### config.mk
export PLATFORM = sky130hd
export DESIGN_NAME = icache_assoc_flat
export DESIGN_NICKNAME = d
export VERILOG_FILES = /design/src/rtl/icache_assoc_if.sv /design/src/rtl/icache_assoc.sv /design/src/flat_wrapper.sv
export SDC_FILE = /design/constraint.sdc
export NUM_CORES = 2
export LEC_CHECK = 0
export ABC_CLOCK_PERIOD_IN_PS = 66300
export CAP_MARGIN = 40
export CORE_MARGIN = 5
export CORE_UTILIZATION = 45
export CTS_CLUSTER_SIZE = 12
export DETAILED_ROUTE_END_ITERATION = 10
export GPL_ROUTABILITY_DRIVEN = 0
export PLACE_DENSITY = 0.65
export SYNTH_ARGS = -nofsm -noshare
export SYNTH_HDL_FRONTEND = slang
export SYNTH_SLANG_ARGS = --single-unit
### constraint.sdc
create_clock -name CLK -period 66.3 [get_ports CLK]
set_input_delay 9.945 -clock CLK [delete_from_list [all_inputs] [get_ports CLK]]
set_output_delay 9.945 -clock CLK [all_outputs]
set_load 0.05 [all_outputs]
### src/rtl/icache_assoc_if.sv
// Fetch-side and memory-side bundle of the set-associative instruction cache.
// slave is the cache view; master is the datapath/memory view.
interface icache_assoc_if;
    logic        imemREN;
    logic [31:0] imemaddr;
    logic        pcRST;
    logic        iflush;
    logic        ihit;
    logic [31:0] imemload;
    logic        iREN;
    logic [31:0] iaddr;
    logic        iwait;
    logic [31:0] iload;
    logic [31:0] hit_count;
    logic [31:0] miss_count;

    modport slave (
        input  imemREN, imemaddr, pcRST, iflush, iwait, iload,
        output ihit, imemload, iREN, iaddr, hit_count, miss_count
    );

    modport master (
        output imemREN, imemaddr, pcRST, iflush, iwait, iload,
        input  ihit, imemload, iREN, iaddr, hit_count, miss_count
    );
endinterface

### src/rtl/icache_assoc.sv
// Set-associative icache: multi-word block fill, round-robin victim, flush, abort.
// Define ICACHE_ASSOC_STATS_EN to build the hit/miss counters.
module icache_assoc #(
    parameter int SETS     = 8,
    parameter int WAYS     = 2,
    parameter int BLKWORDS = 2,
    parameter int CPUID    = 0
) (
    input  logic          CLK,
    input  logic          RST,
    icache_assoc_if.slave bus
);
    localparam int OB = $clog2(BLKWORDS);
    localparam int IB = $clog2(SETS);
    localparam int TW = 30 - IB - OB;
    localparam int WB = (WAYS > 1) ? $clog2(WAYS) : 1;
    localparam int CW = (OB > 0) ? OB : 1;
    localparam logic [CW-1:0] LastWord = CW'(BLKWORDS - 1);

    if (CPUID < 0 || WAYS > 4 || SETS < 2) begin : gBadParams
    end

    typedef enum logic [1:0] {IDLE, FILL, COMMIT} state_t;
    state_t state, nextState;

    logic          validArr  [SETS][WAYS];
    logic [TW-1:0] tagArr    [SETS][WAYS];
    logic [31:0]   dataArr   [SETS][WAYS][BLKWORDS];
    logic [WB-1:0] victimArr [SETS];
    logic [31:0]   fillBuf   [BLKWORDS];

    logic [TW-1:0] fillTag, curTag;
    logic [IB-1:0] fillIdx, curIdx;
    logic [CW-1:0] wc, curWord;
    logic [WB-1:0] hitWay, invWay, victimWay;
    logic          lookupHit, lookupReq, hit, startFill, invFound;
    logic          unusedAddr;

    assign curTag     = bus.imemaddr[31:IB+OB+2];
    assign curIdx     = bus.imemaddr[IB+OB+1:OB+2];
    assign unusedAddr = ^bus.imemaddr[1:0];

    if (OB > 0) begin : gWord
        assign curWord = bus.imemaddr[OB+1:2];
    end else begin : gNoWord
        assign curWord = '0;
    end

    always_comb begin
        lookupHit = 1'b0;
        hitWay    = '0;
        for (int w = 0; w < WAYS; w++) begin
            if (validArr[curIdx][w] && tagArr[curIdx][w] == curTag) begin
                lookupHit = 1'b1;
                hitWay    = WB'(w);
            end
        end
    end

    assign lookupReq    = bus.imemREN && !bus.pcRST && !bus.iflush;
    assign hit          = lookupReq && state == IDLE && lookupHit;
    assign startFill    = lookupReq && state == IDLE && !lookupHit;
    assign bus.ihit     = hit;
    assign bus.imemload = hit ? dataArr[curIdx][hitWay][curWord] : 32'h0;

    // Prefer the lowest free way; only fall back on the round-robin pointer.
    always_comb begin
        invFound = 1'b0;
        invWay   = '0;
        for (int w = WAYS - 1; w >= 0; w--) begin
            if (!validArr[fillIdx][w]) begin
                invFound = 1'b1;
                invWay   = WB'(w);
            end
        end
        victimWay = invFound ? invWay : victimArr[fillIdx];
    end

    always_ff @(posedge CLK or posedge RST) begin
        if (RST) state <= IDLE;
        else     state <= nextState;
    end

    always_comb begin
        nextState = state;
        unique case (state)
            IDLE: if (startFill) nextState = FILL;
            FILL: begin
                if (bus.iflush || bus.pcRST)
                    nextState = IDLE;
                else if (!bus.iwait && wc == LastWord)
                    nextState = COMMIT;
            end
            COMMIT:  nextState = IDLE;
            default: nextState = IDLE;
        endcase
    end

    always_comb begin
        bus.iREN  = 1'b0;
        bus.iaddr = 32'h0;
        if (state == FILL) begin
            bus.iREN  = 1'b1;
            bus.iaddr = {fillTag, fillIdx, {(OB+2){1'b0}}}
                      | ({{(32-CW){1'b0}}, wc} << 2);
        end
    end

    always_ff @(posedge CLK or posedge RST) begin
        if (RST) begin
            for (int s = 0; s < SETS; s++) begin
                victimArr[s] <= '0;
                for (int w = 0; w < WAYS; w++) begin
                    validArr[s][w] <= 1'b0;
                    tagArr[s][w]   <= '0;
                    for (int b = 0; b < BLKWORDS; b++)
                        dataArr[s][w][b] <= 32'h0;
                end
            end
            for (int b = 0; b < BLKWORDS; b++)
                fillBuf[b] <= 32'h0;
            fillTag <= '0;
            fillIdx <= '0;
            wc      <= '0;
        end else begin
            if (startFill) begin
                fillTag <= curTag;
                fillIdx <= curIdx;
                wc      <= '0;
            end
            if (state == FILL && !bus.iwait && !bus.pcRST && !bus.iflush) begin
                fillBuf[wc] <= bus.iload;
                if (wc != LastWord) wc <= wc + 1'b1;
            end
            if (state == COMMIT && !bus.iflush) begin
                validArr[fillIdx][victimWay] <= 1'b1;
                tagArr[fillIdx][victimWay]   <= fillTag;
                for (int b = 0; b < BLKWORDS; b++)
                    dataArr[fillIdx][victimWay][b] <= fillBuf[b];
                if (WAYS > 1 && !invFound)
                    victimArr[fillIdx] <= victimWay + 1'b1;
            end
            // Flush is last so it overrides a same-cycle install.
            if (bus.iflush) begin
                for (int s = 0; s < SETS; s++)
                    for (int w = 0; w < WAYS; w++)
                        validArr[s][w] <= 1'b0;
            end
        end
    end

`ifdef ICACHE_ASSOC_STATS_EN
    logic [31:0] hitCnt, missCnt;

    always_ff @(posedge CLK or posedge RST) begin
        if (RST) begin
            hitCnt  <= 32'h0;
            missCnt <= 32'h0;
        end else if (bus.iflush) begin
            hitCnt  <= 32'h0;
            missCnt <= 32'h0;
        end else begin
            if (hit && hitCnt != 32'hFFFF_FFFF)
                hitCnt <= hitCnt + 32'h1;
            if (startFill && missCnt != 32'hFFFF_FFFF)
                missCnt <= missCnt + 32'h1;
        end
    end

    assign bus.hit_count  = hitCnt;
    assign bus.miss_count = missCnt;
`else
    assign bus.hit_count  = 32'h0;
    assign bus.miss_count = 32'h0;
`endif
endmodule

### src/flat_wrapper.sv
// flat-port wrapper written by rule: the top's interface ports become plain ports
module icache_assoc_flat 
#(
    parameter int SETS     = 8,
    parameter int WAYS     = 2,
    parameter int BLKWORDS = 2,
    parameter int CPUID    = 0
)
  (CLK, RST, bus_imemREN, bus_imemaddr, bus_pcRST, bus_iflush, bus_iwait, bus_iload, bus_ihit, bus_imemload, bus_iREN, bus_iaddr, bus_hit_count, bus_miss_count);
  icache_assoc_if bus_i ();
  input  logic CLK;
  input  logic RST;
  input wire logic [$bits(bus_i.imemREN)-1:0] bus_imemREN;
  input wire logic [$bits(bus_i.imemaddr)-1:0] bus_imemaddr;
  input wire logic [$bits(bus_i.pcRST)-1:0] bus_pcRST;
  input wire logic [$bits(bus_i.iflush)-1:0] bus_iflush;
  input wire logic [$bits(bus_i.iwait)-1:0] bus_iwait;
  input wire logic [$bits(bus_i.iload)-1:0] bus_iload;
  output wire logic [$bits(bus_i.ihit)-1:0] bus_ihit;
  output wire logic [$bits(bus_i.imemload)-1:0] bus_imemload;
  output wire logic [$bits(bus_i.iREN)-1:0] bus_iREN;
  output wire logic [$bits(bus_i.iaddr)-1:0] bus_iaddr;
  output wire logic [$bits(bus_i.hit_count)-1:0] bus_hit_count;
  output wire logic [$bits(bus_i.miss_count)-1:0] bus_miss_count;
  assign bus_i.imemREN = bus_imemREN;
  assign bus_i.imemaddr = bus_imemaddr;
  assign bus_i.pcRST = bus_pcRST;
  assign bus_i.iflush = bus_iflush;
  assign bus_i.iwait = bus_iwait;
  assign bus_i.iload = bus_iload;
  assign bus_ihit = bus_i.ihit;
  assign bus_imemload = bus_i.imemload;
  assign bus_iREN = bus_i.iREN;
  assign bus_iaddr = bus_i.iaddr;
  assign bus_hit_count = bus_i.hit_count;
  assign bus_miss_count = bus_i.miss_count;
  icache_assoc #(.SETS(SETS), .WAYS(WAYS), .BLKWORDS(BLKWORDS), .CPUID(CPUID)) u_core (.CLK(CLK), .RST(RST), .bus(bus_i));
endmodule
After elaboration in Yosys (flattened, before gate mapping)

Index checks and enable logic that the tools add are counted.

Add/sub/neg operators: 2
Multiply operators: 0
Div/mod/pow operators: 0
Order comparisons: 9
Eq/ne operators: 6
Shifts and indexed selects: 0
Multiplexer cells: 65
Bitwise gates (word level): 9
Reductions and logical operators: 24

Operators by type and width:

| cell                | number |
|---|---|
| $bwmux W1024        | 2 |
| $demux W128 S3      | 2 |
| $mux W128           | 4 |
| $bwmux W416         | 1 |
| $bmux W128 S3       | 1 |
| $mux W64            | 4 |
| $mux W32            | 7 |
| $bmux W52 S3        | 1 |
| $demux W52 S3       | 1 |
| $mux W52            | 3 |
| $demux W64 S1       | 2 |
| $bwmux W64          | 1 |
| $eq A26 B26 Y1      | 2 |
| $demux W32 S1       | 1 |
| $mux W16            | 2 |
| $or A32 B3 Y32      | 1 |
| $demux W26 S1       | 1 |
| $mux W26            | 1 |
| $mux W2             | 8 |
| $or A16 B16 Y16     | 1 |
| $logic_and A1 B1 Y1 | 15 |
| $mux W1             | 15 |
| $bmux W2 S3         | 2 |
| $bwmux W8           | 1 |
| other kinds (22)    | 36 |

Flip-flop bits (word level): 1,560
Bits in latches: 0
Memory bits (writable): 0
ROM bits: 0
Output and inout bits: 130
Word-level logic and storage cells: 193
Memories kept: 0

Longest topological paths before layout

Word-level depth: 17
Mapped depth: 13

Least setup slack after synthesis

OpenSTA, ideal clock, no wires.

Kind: input port to output port
From: in bus_imemaddr[3]
To: out bus_imemload[29]
Arrival time: 13,341 ps
Slack: 43,014 ps
Stages on the path: 12
Path buffers: 5
Path through: buf_2 buf_4 buf_6 buf_2 mux2i_1 xor2_1 o2111ai_1 nor4_1 nand3_1 buf_1 mux2i_1 a211oi_1

Longest elaborated chain between the ends: 15
Elaborated cells on any way between the ends: 26

Ends and longest elaborated chain:

| element                                     | line                                   | text |
|---|---|---|
| start: declaration                          | flat_wrapper.sv:14                     | `input wire logic [$bits(bus_i.imemaddr)-1:0] bus_imemaddr;` |
| $not A3 Y4 (implied by the code) *          | icache_assoc.sv:53, icache_assoc.sv:64 |  |
| $bmux W52 S3                                | icache_assoc.sv:53                     | `if (validArr[curIdx][w] && tagArr[curIdx][w] == curTag) begin` |
| $mux W52 (implied by the code) (2 in a row) | icache_assoc.sv:53                     |  |
| $eq A26 B26 Y1                              | icache_assoc.sv:53                     |  |
| $logic_and A1 B1 Y1                         | icache_assoc.sv:53                     |  |
| $mux W1                                     | icache_assoc.sv:53                     |  |
| $not A1 Y2 (implied by the code)            | icache_assoc.sv:64                     | `assign bus.imemload = hit ? dataArr[curIdx][hitWay][curWord] : 32'h0;` |
| $mux W64 (implied by the code) (3 in a row) | icache_assoc.sv:64                     |  |
| $mux W32 (implied by the code) (3 in a row) | icache_assoc.sv:64                     |  |
| $mux W32 *                                  | icache_assoc.sv:64                     |  |
| end: declaration                            | flat_wrapper.sv:20                     | `output wire logic [$bits(bus_i.imemload)-1:0] bus_imemload;` |

Mark *: on every way between the ends. The rest lies on a longest branch, timed or not. The select of a mux whose other input is x is not followed.

Worst setup path after layout

From: in bus_imemaddr[4]
To: out bus_imemload[26]

Same word-level chain as after synthesis.

==> results.sh <==
export IMPL_avgSynthCellArea_um2=15.4
export IMPL_rr_startpoint="u_core.fillIdx[0]"
export IMPL_tightest_slew_ns=0.980
export IMPL_async_reset_ff_share_pct=100
export IMPL_synth_edf_count=0
export IMPL_grt_max_degree=178
export IMPL_netlist_area_mm2=0.0713
export IMPL_status="complete, no violations"
export IMPL_grt_pass1_wl_mm=273
export IMPL_viasPerCell=5.78
export IMPL_grtUsageTotal_pct=21.3
export IMPL_cts_buffers=166
export IMPL_routedWlPerCell_um=25.8
export IMPL_synth_cell_types=46
export IMPL_clk_pin_slew_ns=0.06
export IMPL_crit_chain="buf_8, buf_4, buf_4, mux4_2, mux2i_1, xor2_1, nand4_1, nor4_1, and3_4, buf_4, mux2i_1, a211oi_2, clkdlybuf4s50_1"
export IMPL_ioPinCount=200
export IMPL_hold_worst_slack_ns=0.485
export IMPL_hold_violations=0
export IMPL_dpl_hpwl_mm=101
export IMPL_cp_arrival_ns=17.11
export IMPL_start_util_pct=45.1
export IMPL_startpoint_type="input port"
export IMPL_rsz0062_at_grt="no"
export IMPL_firstDrtPassIters=5
export IMPL_yosysSeqAreaShare_pct=54.8
export IMPL_drv_cap=0
export IMPL_crit_path_max_incr_delay_ns=0.92
export IMPL_cts_path_max_buffers=3
export IMPL_cp_num_buf_inv=5
export IMPL_dr_total_vias=39600
export IMPL_crit_family="buffers and inverters"
export IMPL_crit_top_cell="buf_4"
export IMPL_antenna_left=0
export IMPL_overflow=0
export IMPL_fin_crit_sh_pct=40.8
export IMPL_die_h_um=408
export IMPL_syn_inst=4635
export IMPL_reg2reg_slack_ns=60.99
export IMPL_cp_required_ns=56.35
export IMPL_critical_path_max_fanout=83
export IMPL_vdd_ir_drop_max_uv=26.8
export IMPL_ys_ff_latch=1560
export IMPL_cts_sink_count=1560
export IMPL_power_density_mw_per_mm2=25.3
export IMPL_yosys_top_cells_count="dfrtp_1, mux2_2, mux4_2, mux2i_1, buf_2"
export IMPL_fmax_mhz=37.0
export IMPL_fin_skew_ns=0.0282
export IMPL_yosysMostFrequentCell="dfrtp_1"
export IMPL_slew_headroom_pct=34.6
export IMPL_cts_setup_buffers=0
export IMPL_setup_worst_path_start="bus_imemaddr[4]"
export IMPL_yosysTopAreaCellShare_pct=54.8
export IMPL_grt_pass1_vias=42200
export IMPL_row_count=146
export IMPL_cp_slowest_cell="clkdlybuf4s50_1"
export IMPL_drt_initial_drc_count=2565
export IMPL_setup_viol=0
export IMPL_cts_root_buf="clkbuf_16"
export IMPL_final_util_pct=50.9
export IMPL_synthToLayoutAreaGrowth_pct=12.7
export IMPL_drive_gt1_share_pct=44.7
export IMPL_die_w_um=408
export IMPL_finalMaxSlewViolations=0
export IMPL_ctsHtreeMaxLevel=4
export IMPL_synth_top_flop_cell="dfrtp_1"
export IMPL_p_leak_nw=39.2
export IMPL_worstReg2RegEnd="u_core.dataArr[609]"
export IMPL_tns_ns=0
export IMPL_drc=0
export IMPL_post_cts_resized=0
export IMPL_nFillCells=13300
export IMPL_io_buffers=131
export IMPL_hold_buffers=0
export IMPL_fin_nets=4734
export IMPL_routed_wirelength_mm=177
export IMPL_fin_crit_ns=27.05
export IMPL_clkLatencyLatePin_ns=0.79
export IMPL_worstSetupPathType="in2out"
export IMPL_synthTopCellsByArea="dfrtp_1, mux2_2, mux4_2, mux2i_1, mux2_1"
export IMPL_synth_top_area_cell="dfrtp_1"
export IMPL_yosys_warnings=0
export IMPL_reg2reg_depth=10
export IMPL_crit_path_end="bus_imemload[26]"
export IMPL_worstHoldPathType="reg2reg"
export IMPL_dieArea_mm2=0.166
export IMPL_cp_end_kind="primary output"
export IMPL_coreArea_mm2=0.158
export IMPL_cts_tree="yes"
export IMPL_antenna_found_initial=9
export IMPL_cp_num_cells=13
[per-stage QoR]
stage	area, um2	cells	worst slack (ns)	total power, mW
after global placement	73900	6523	38.94	1.13
final	80300	6857	39.25	2.03
after floorplan	71500	4700	12.34	1.10
after detailed placement	75000	6568	39.18	1.14
after CTS	80300	6856	39.18	2.05
after global routing	80300	6857	38.99	2.10
[cells in the final DEF (no fill, tap or decap), types with 78 or more instances in the layout]
cell	instances
mux2_2	1398
dfrtp_1	1560
mux2_1	118
a21oi_1	81
mux4_2	323
nor2_1	78
clkbuf_16	170
nand2_1	101
mux2i_1	248
clkdlybuf4s50_1	127
[cell families after synthesis]
family,share of synthesized area [%]
flip-flops,54.8
XOR/XNOR,0.406
buffers and inverters,3.32
AND/OR/NAND/NOR,1.91
other,0.00526
multiplexers,37.7
AO/OA/AOI/OAI,1.91
[sequential cells by signal, summed over array words and instances (netlist names), 2 cells and up]
signal            count
u_core.state          2
u_core.dataArr     1024
u_core.fillTag       26
u_core.validArr      16
u_core.fillIdx        3
u_core.tagArr       416
u_core.victimArr      8
u_core.fillBuf       64
[power breakdown]
| group | total (mW) | switching [mW] | internal [mW] |
|---|---|---|---|
| logic | 0.106 | 0.0677 | 0.0382 |
| registers | 1.02 | 0.0513 | 0.965 |
| clock network | 0.910 | 0.381 | 0.529 |
| total | 2.03 | 0.500 | 1.53 |
[per-layer routing]
metal,GRT usage [%],part of all wire (%),vias to the layer above
li1,-,-,17000
met1,30.8,46,21700
met2,33.9,47,733
met3,3.81,4.6,220
met4,5.13,1.9,6
met5,0,0.023,-
[worst min path at each step]
stage,startpoint,endpoint,slack [ns],cells after the start
4_1_cts,u_core.tagArr[12],u_core.tagArr[12],0.49,1
5_1_grt,u_core.dataArr[40],u_core.dataArr[40],0.50,1
3_5_place_dp,u_core.tagArr[12],u_core.tagArr[12],0.48,1
6_report,u_core.tagArr[15],u_core.tagArr[15],0.48,1
2_1_floorplan,u_core.tagArr[16],u_core.tagArr[16],0.46,1
3_3_place_gp,u_core.dataArr[57],u_core.dataArr[57],0.47,1
[cell type report]
class,instances,area [um2],share of cell area (%)
antenna,1,2.50,0.00312
clock buffer,262,4980,6.20
clock inverter,26,308,0.383
inverter,14,60.1,0.0748
multi-input combinational,2669,30300,37.7
sequential,1560,39000,48.6
tap,2072,2590,3.23
timing repair buffer,253,3050,3.79
(Power assumes the default switching activity.)
